File: src/rtl/fetch_pkg.sv
// Shared types and helpers for the instruction fetch unit.
package fetch_pkg;

   typedef enum logic [2:0] {IDLE, REQ, WAIT, OUT, DROP} fetch_state_t;

   localparam int unsigned INSTR_BYTES = 4;

   // Clears the two low address bits; callers narrow the result to their width.
   function automatic logic [63:0] align4(input logic [63:0] addr);
      return {addr[63:2], 2'b00};
   endfunction

endpackage

File: src/rtl/fetch_pc_reg.sv
// Program-counter register: reset, aligned redirect load, or advance by one instruction.
module fetch_pc_reg
   import fetch_pkg::*;
#(
   parameter int unsigned           WIDTH    = 32,
   parameter logic [WIDTH-1:0]      RESET_PC = '0
) (
   input  logic             clk_i,
   input  logic             rst_ni,
   input  logic             redirect_i,
   input  logic [WIDTH-1:0] redirect_pc_i,
   input  logic             advance_i,
   output logic [WIDTH-1:0] pc_o,
   output logic             misalign_err_o
);

   logic [WIDTH-1:0] pc_q, pc_d;
   logic             misalign_q, misalign_d;

   // Redirect wins over advance; the increment wraps modulo 2^WIDTH.
   always_comb begin
      pc_d       = pc_q;
      misalign_d = 1'b0;
      if (redirect_i) begin
         pc_d       = WIDTH'(align4(64'(redirect_pc_i)));
         misalign_d = |redirect_pc_i[1:0];
      end else if (advance_i) begin
         pc_d = pc_q + WIDTH'(INSTR_BYTES);
      end
   end

   always_ff @(posedge clk_i or negedge rst_ni) begin
      if (!rst_ni) begin
         pc_q       <= RESET_PC;
         misalign_q <= 1'b0;
      end else begin
         pc_q       <= pc_d;
         misalign_q <= misalign_d;
      end
   end

   assign pc_o           = pc_q;
   assign misalign_err_o = misalign_q;

endmodule

File: src/rtl/instr_fetch_unit.sv
// Fetch FSM: one outstanding imem request, stale-response drop on redirect, valid/ready to decode.
module instr_fetch_unit
   import fetch_pkg::*;
#(
   parameter int unsigned      WIDTH    = 32,
   parameter logic [WIDTH-1:0] RESET_PC = 32'h0000_0000
) (
   input  logic             clk,
   input  logic             rst_n,
   input  logic             redirect_en,
   input  logic [WIDTH-1:0] redirect_pc,
   output logic             imem_req,
   output logic [WIDTH-1:0] imem_addr,
   input  logic             imem_gnt,
   input  logic             imem_rvalid,
   input  logic [WIDTH-1:0] imem_rdata,
   output logic             instr_valid,
   output logic [WIDTH-1:0] instr,
   output logic [WIDTH-1:0] instr_pc,
   input  logic             instr_ready,
   output logic             misalign_err
);

   fetch_state_t     state_q, state_d;
   logic             valid_q, valid_d;
   logic [WIDTH-1:0] instr_q, instr_d;
   logic [WIDTH-1:0] ipc_q, ipc_d;
   logic [WIDTH-1:0] pc;
   logic             redir;
   logic             advance;

   assign redir = redirect_en && (state_q != IDLE);

   fetch_pc_reg #(
      .WIDTH    (WIDTH),
      .RESET_PC (RESET_PC)
   ) u_pc (
      .clk_i          (clk),
      .rst_ni         (rst_n),
      .redirect_i     (redir),
      .redirect_pc_i  (redirect_pc),
      .advance_i      (advance),
      .pc_o           (pc),
      .misalign_err_o (misalign_err)
   );

   always_comb begin
      state_d = state_q;
      valid_d = valid_q;
      instr_d = instr_q;
      ipc_d   = ipc_q;
      advance = 1'b0;
      case (state_q)
         IDLE: state_d = REQ;
         REQ: begin
            // A grant coinciding with a redirect is for the old pc: its data must be dropped.
            if (redir)         state_d = imem_gnt ? DROP : REQ;
            else if (imem_gnt) state_d = WAIT;
         end
         WAIT: begin
            if (redir) begin
               state_d = imem_rvalid ? REQ : DROP;
            end else if (imem_rvalid) begin
               instr_d = imem_rdata;
               ipc_d   = pc;
               valid_d = 1'b1;
               state_d = OUT;
            end
         end
         OUT: begin
            if (redir) begin
               valid_d = 1'b0;
               state_d = REQ;
            end else if (instr_ready) begin
               advance = 1'b1;
               valid_d = 1'b0;
               state_d = REQ;
            end
         end
         DROP: if (imem_rvalid) state_d = REQ;
         default: state_d = IDLE;
      endcase
   end

   always_ff @(posedge clk or negedge rst_n) begin
      if (!rst_n) begin
         state_q <= IDLE;
         valid_q <= 1'b0;
         instr_q <= '0;
         ipc_q   <= RESET_PC;
      end else begin
         state_q <= state_d;
         valid_q <= valid_d;
         instr_q <= instr_d;
         ipc_q   <= ipc_d;
      end
   end

   assign imem_req    = (state_q == REQ);
   assign imem_addr   = pc;
   assign instr_valid = valid_q;
   assign instr       = instr_q;
   assign instr_pc    = ipc_q;

endmodule

File: config.mk
export PLATFORM = sky130hd
export DESIGN_NAME = instr_fetch_unit
export DESIGN_NICKNAME = d
export VERILOG_FILES = /design/src/rtl/fetch_pkg.sv /design/src/rtl/fetch_pc_reg.sv /design/src/rtl/instr_fetch_unit.sv
export SDC_FILE = /design/constraint.sdc
export NUM_CORES = 1
export LEC_CHECK = 0
export CORE_ASPECT_RATIO = 0.5
export CORE_MARGIN = 2
export CORE_UTILIZATION = 44
export CTS_CLUSTER_SIZE = 8
export DETAILED_ROUTE_END_ITERATION = 10
export PLACE_DENSITY_LB_ADDON = 0.05
export RECOVER_POWER = 100
export SYNTH_ARGS = -nofsm -noshare
export SYNTH_HDL_FRONTEND = slang
export SYNTH_SLANG_ARGS = --single-unit
File: constraint.sdc
create_clock -name clk -period 3.2 [get_ports clk]
set_clock_uncertainty 0.2 [all_clocks]
set_input_delay 0.8 -clock clk [delete_from_list [all_inputs] [get_ports clk]]
set_output_delay 0.8 -clock clk [all_outputs]
set_load 0.01 [all_outputs]
Word level (Yosys, flattened, before mapping)
Index checks and enable logic that the tools add are counted.
Widths: inputs -> output; s select.
{"block": "word_totals", "output_inout_bits": 99, "memories": 0, "romBits": 0, "reg_bits": 101, "latchBits": 0, "ram_bits": 0, "inputBits": 70, "elab_cells": 48}
{"block": "classes", "bitwise_logic": 1, "mul": 0, "addsub": 1, "mux": 21, "div": 0, "n_eq_ne": 10, "n_lt_le_gt_ge": 0, "n_shift": 0, "n_reduce_logical": 9}
{"op": "$mux 32", "n": 2}
{"op": "$add 32x3->32 const B", "n": 1}
{"op": "$mux 3", "n": 9}
{"op": "$pmux 3 s5", "n": 1}
{"op": "$mux 1", "n": 8}
{"op": "$reduce_and 4->1", "n": 2}
{"op": "$eq 3x2->1 const B", "n": 2}
{"op": "$ne 2x2->1 const B", "n": 3}
{"op": "$ne 3x3->1 const B", "n": 2}
{"op": "$reduce_bool 2->1", "n": 2}
{"op": "$eq 3x1->1 const B", "n": 1}
{"op": "$eq 3x3->1 const B", "n": 1}
{"op": "$logic_not 3->1", "n": 1}
{"op": "$ne 3x1->1 const B", "n": 1}
{"op": "$reduce_and 3->1", "n": 1}
{"op": "$reduce_bool 3->1", "n": 1}
{"op": "$pmux 1 s2", "n": 1}
{"op": "$reduce_or 2->1", "n": 1}
{"op": "$logic_and 1x1->1", "n": 1}
{"op": "$not 1->1", "n": 1}

Longest topological paths before layout
{"block": "logic_depth", "word_depth": 6, "depth_mapped": 6, "depth_no_buf": 6}

Cells and area by module
A second synthesis with hierarchy kept.
{"block": "hier_totals", "cells_unflattened": 372, "hier_area_um2": 4670.7}
{"module": "instr_fetch_unit", "area_per_inst_um2": 2859.0, "seq_area_each_um2": 1701.6, "instances": 1, "cells_each": 168}
{"module": "fetch_pc_reg", "area_per_inst_um2": 1811.7, "seq_area_each_um2": 775.7, "instances": 1, "cells_each": 204}

Worst setup path after synthesis
Ideal clock, no wire load.
{"block": "synth_path", "path_kind": "input to register", "startpoint": "input port instr_ready", "endpoint": "register u_pc.pc_q[29], in the netlist u_pc.pc_o[29]", "path_slack_ns": 1.010, "setup_time_ns": 0.125, "n_path_buf": 1, "t_required_ns": 2.875, "arrival_ns": 1.865, "path_stages": 6, "path_cell_list": "nand4b_4 -> buf_4 -> nor3_4 -> nand4_1 -> xnor2_1 -> mux2_2"}
{"block": "synth_via", "elab_chain_cells": 4}
{"item": "from (decl)", "line": "instr_fetch_unit.sv:20", "rtl": "input logic instr_ready,"}
{"item": "$mux 1", "line": "instr_fetch_unit.sv:74", "rtl": "end else if (instr_ready) begin"}
{"item": "$mux 1", "line": "instr_fetch_unit.sv:71", "rtl": "if (redir) begin"}
{"item": "$mux 1", "line": "instr_fetch_unit.sv:53", "rtl": "case (state_q)"}
{"item": "$reduce_bool 2->1 (no line)"}
{"item": "to (signal assigned)", "line": "fetch_pc_reg.sv:37", "rtl": "pc_q <= pc_d;"}
{"item": "to (decl)", "line": "fetch_pc_reg.sv:17", "rtl": "logic [WIDTH-1:0] pc_q, pc_d;"}
Every way passes these cells.
A chain may end at the register's enable or synchronous reset.

Worst setup path after layout
Ends and elaborated chain as after synthesis.

==> reports/metrics.yaml <==
outcome:
  outcome: "finished, final reports clean"
floorplan:
  coreArea_sq_um: 10100
  die_y_microns: 75.7
  die_w_microns: 147
  initial_core_util_pct: 44.7
  die_area_sq_um: 11200
  rows: 26
  pin_count: 169
global_routing:
  grt_pass1_vias: 3323
  grt_start_max_net_pins: 49
  grt_pass1_wl_microns: 17300
  gr-total-overflow: 0
  antenna_found_initial: 0
  track_usage_pct: 19.9
logic_synthesis:
  syn_area_sq_um: 4530
  async_reset_ff_share_pct: 100
  yosysSeqAreaShare_pct: 53.6
  synth_seq_cells: 97
  synth_flop_cell: "dfrtp_1"
  synth_edf_count: 0
  synth_warnings: 0
  yosysUniqueCellTypes: 51
  synth_cells: 377
  avgSynthCellArea_sq_um: 12.0
placed_design:
  gp_congestion: 0.798
  io_buffers: 164
  dpl.hpwl_microns: 7980
  placed_cell_area_sq_um: 6340
drt:
  wl_per_cell_microns: 15.8
  antenna_left: 0
  firstDrtPassIters: 4
  route.detailed.drc: 0
  drt_iter0_markers: 169
  via_per_inst: 5.06
  routed_wirelength_microns: 10900
  dr_total_vias: 3498
power:
  seq_power_share_pct: 41.7
  p_per_area_nw_per_um2: 823
  vdd_ir_drop_max_uv: 362
  combinationalPowerShare_pct: 39.1
  sw_frac_of_total_pct: 35.3
  total_power_uw: 5400
  clock_power_share_pct: 19.2
  switching_power_uw: 1910
  internal-power_uw: 3490
  p_leak_uw: 0.00294
cts:
  ctsHoldBuffers: 0
  numCtsBuffers: 9
  cts_setup_buffers: 0
  cts-htree-levels: 3
  cts_root_buf: "clkbuf_16"
  cts_tree: "done"
  cts_max_path_buffers: 2
  post_cts_resized: 0
  clkTransAtPathRegs_ps: 70
  clkLatencyLatePin_ps: 340
  clock_sinks: 97
final_layout:
  antenna_cells: 0
  final_cell_mix: "dlygate4sd3_1, dfrtp_1, clkdlybuf4s50_1, mux2_2, nand2_1"
  fin_util_pct: 64.8
  final_layout_size_suffix_gt1_share_pct: 17.4
  area_delta_synth_final_pct: 44.9
  nFillCells: 844
  postLayoutCellArea_sq_um: 6560
  final_nets: 617
  layout_commonest_cell: "dlygate4sd3_1"
job:
  cap_violations: 0
critical_path:
  crit_required_ps: 3230
  cp_max_fo: 8
  end_kind: "register"
  startpoint_type: "primary input"
  cp.arrival_ps: 2840
  criticalPathCategory: "in2reg"
sta:
  worst_pin_slew_ps: 1250
  fin_crit_sh_pct: 87.9
  fin_crit_ps: 2810
  finalHoldViolCount: 0
  slew_viol_final: 0
  rsz0062_at_grt: "no"
  tns_ps: 0
  max_freq_mhz: 356
  finalSetupViolations: 0
  max_slew_margin_pct: 16.7
hold_path:
  hp-class: "reg2reg"
cells in the mapped netlist (2+ instances only):
| master | count | area (sq um) |
|---|---|---|
| a21oi_1 | 3 | 15.0 |
| a311o_1 | 2 | 20.0 |
| a31oi_1 | 4 | 25.0 |
| and2_1 | 2 | 12.5 |
| and3_1 | 5 | 31.3 |
| and4_2 | 2 | 20.0 |
| buf_2 | 4 | 20.0 |
| buf_4 | 11 | 82.6 |
| clkbuf_1 | 5 | 18.8 |
| dfrtp_1 | 97 | 2430 |
| inv_1 | 7 | 26.3 |
| mux2_1 | 5 | 56.3 |
| mux2_2 | 58 | 653 |
| nand2_1 | 41 | 154 |
| nand3_1 | 14 | 70.1 |
| nand4_1 | 11 | 68.8 |
| nand4_4 | 2 | 42.5 |
| nor2_1 | 19 | 71.3 |
| nor2b_1 | 2 | 12.5 |
| nor3_1 | 6 | 30.0 |
| nor3_4 | 2 | 32.5 |
| nor3b_1 | 2 | 15.0 |
| nor4_4 | 4 | 85.1 |
| o211ai_1 | 3 | 22.5 |
| o21ai_0 | 23 | 115 |
| or4_1 | 2 | 15.0 |
| xnor2_1 | 6 | 52.6 |
| xor2_1 | 12 | 105 |
layout make-up:
class	instances	area, sq um	area share (%)
Tap cell	140	175	2.67
Sequential cell	97	2430	37.0
Clock buffer	10	229	3.49
Clock inverter	6	52.6	0.801
Inverter	7	26.3	0.401
Timing Repair Buffer	175	1700	25.9
Multi-Input combinational cell	256	1950	29.7
metrics by stage:
stage / worst slack (ps) / std cells / hold WS [ps]
after floorplan: 1010 / 380 / 304
after global placement: 333 / 675 / 270
after detailed placement: 269 / 675 / 278
after CTS: 437 / 691 / 295
after global routing: 210 / 691 / 303
final: 388 / 691 / 284
power groups by stage:
stage	sequential, uW	clock [uW]	combinational, uW
after global routing	2360	1110	2290
after CTS	2290	1060	2360
after floorplan	2430	0	809
after global placement	2290	0	2330
final	2250	1040	2110
after detailed placement	2310	0	2350
critical path, cell delays in order:
cell and delay [ps]:
dlygate4sd3_1 650, nand4b_4 250, nor3_1 530, nand4_1 190, xnor2_1 150, mux2_2 260
routing by layer:
metal	global-route usage [%]	up-vias	wire, microns
met2	29.3	113	4710
met5	0	-	0
met3	5.75	16	749
li1	-	1674	-
met1	28.9	1695	5290
met4	5.56	0	134
path summary, 6_finish.rpt:
kind                       cells past startpoint  slack (ps)         from       endpoint
max in group asynchronous                      2         760        rst_n       instr[6]
max reg2reg                                    4         830   state_q[1]      instr[20]
max                                            6         390  instr_ready  u_pc.pc_o[29]
min reg2reg                                    1         280     instr[1]       instr[1]
min                                            1         280     instr[1]       instr[1]
min in group asynchronous                      1         510        rst_n    instr_valid
registers in the layout (all words and copies together), names as in the netlist:
| signal | flops |
|---|---|
| instr_valid | 1 |
| instr | 32 |
| u_pc.pc_o | 30 |
| state_q | 3 |
| u_pc.misalign_err_o | 1 |
| instr_pc | 30 |
logic make-up after synthesis:
kind of cell             Yosys count  share of synthesized area [%]
XOR/XNOR                          18                           3.48
AO/OA/AOI/OAI                     45                           6.14
flip-flops                        97                           53.6
AND/OR/NAND/NOR                  125                           17.5
multiplexers                      63                           15.7
adder cells (fa/ha/maj)            1                          0.276
other                              1                         0.0828
buffers and inverters             27                           3.26
Note: power is estimated with default switching activity, not from simulation.
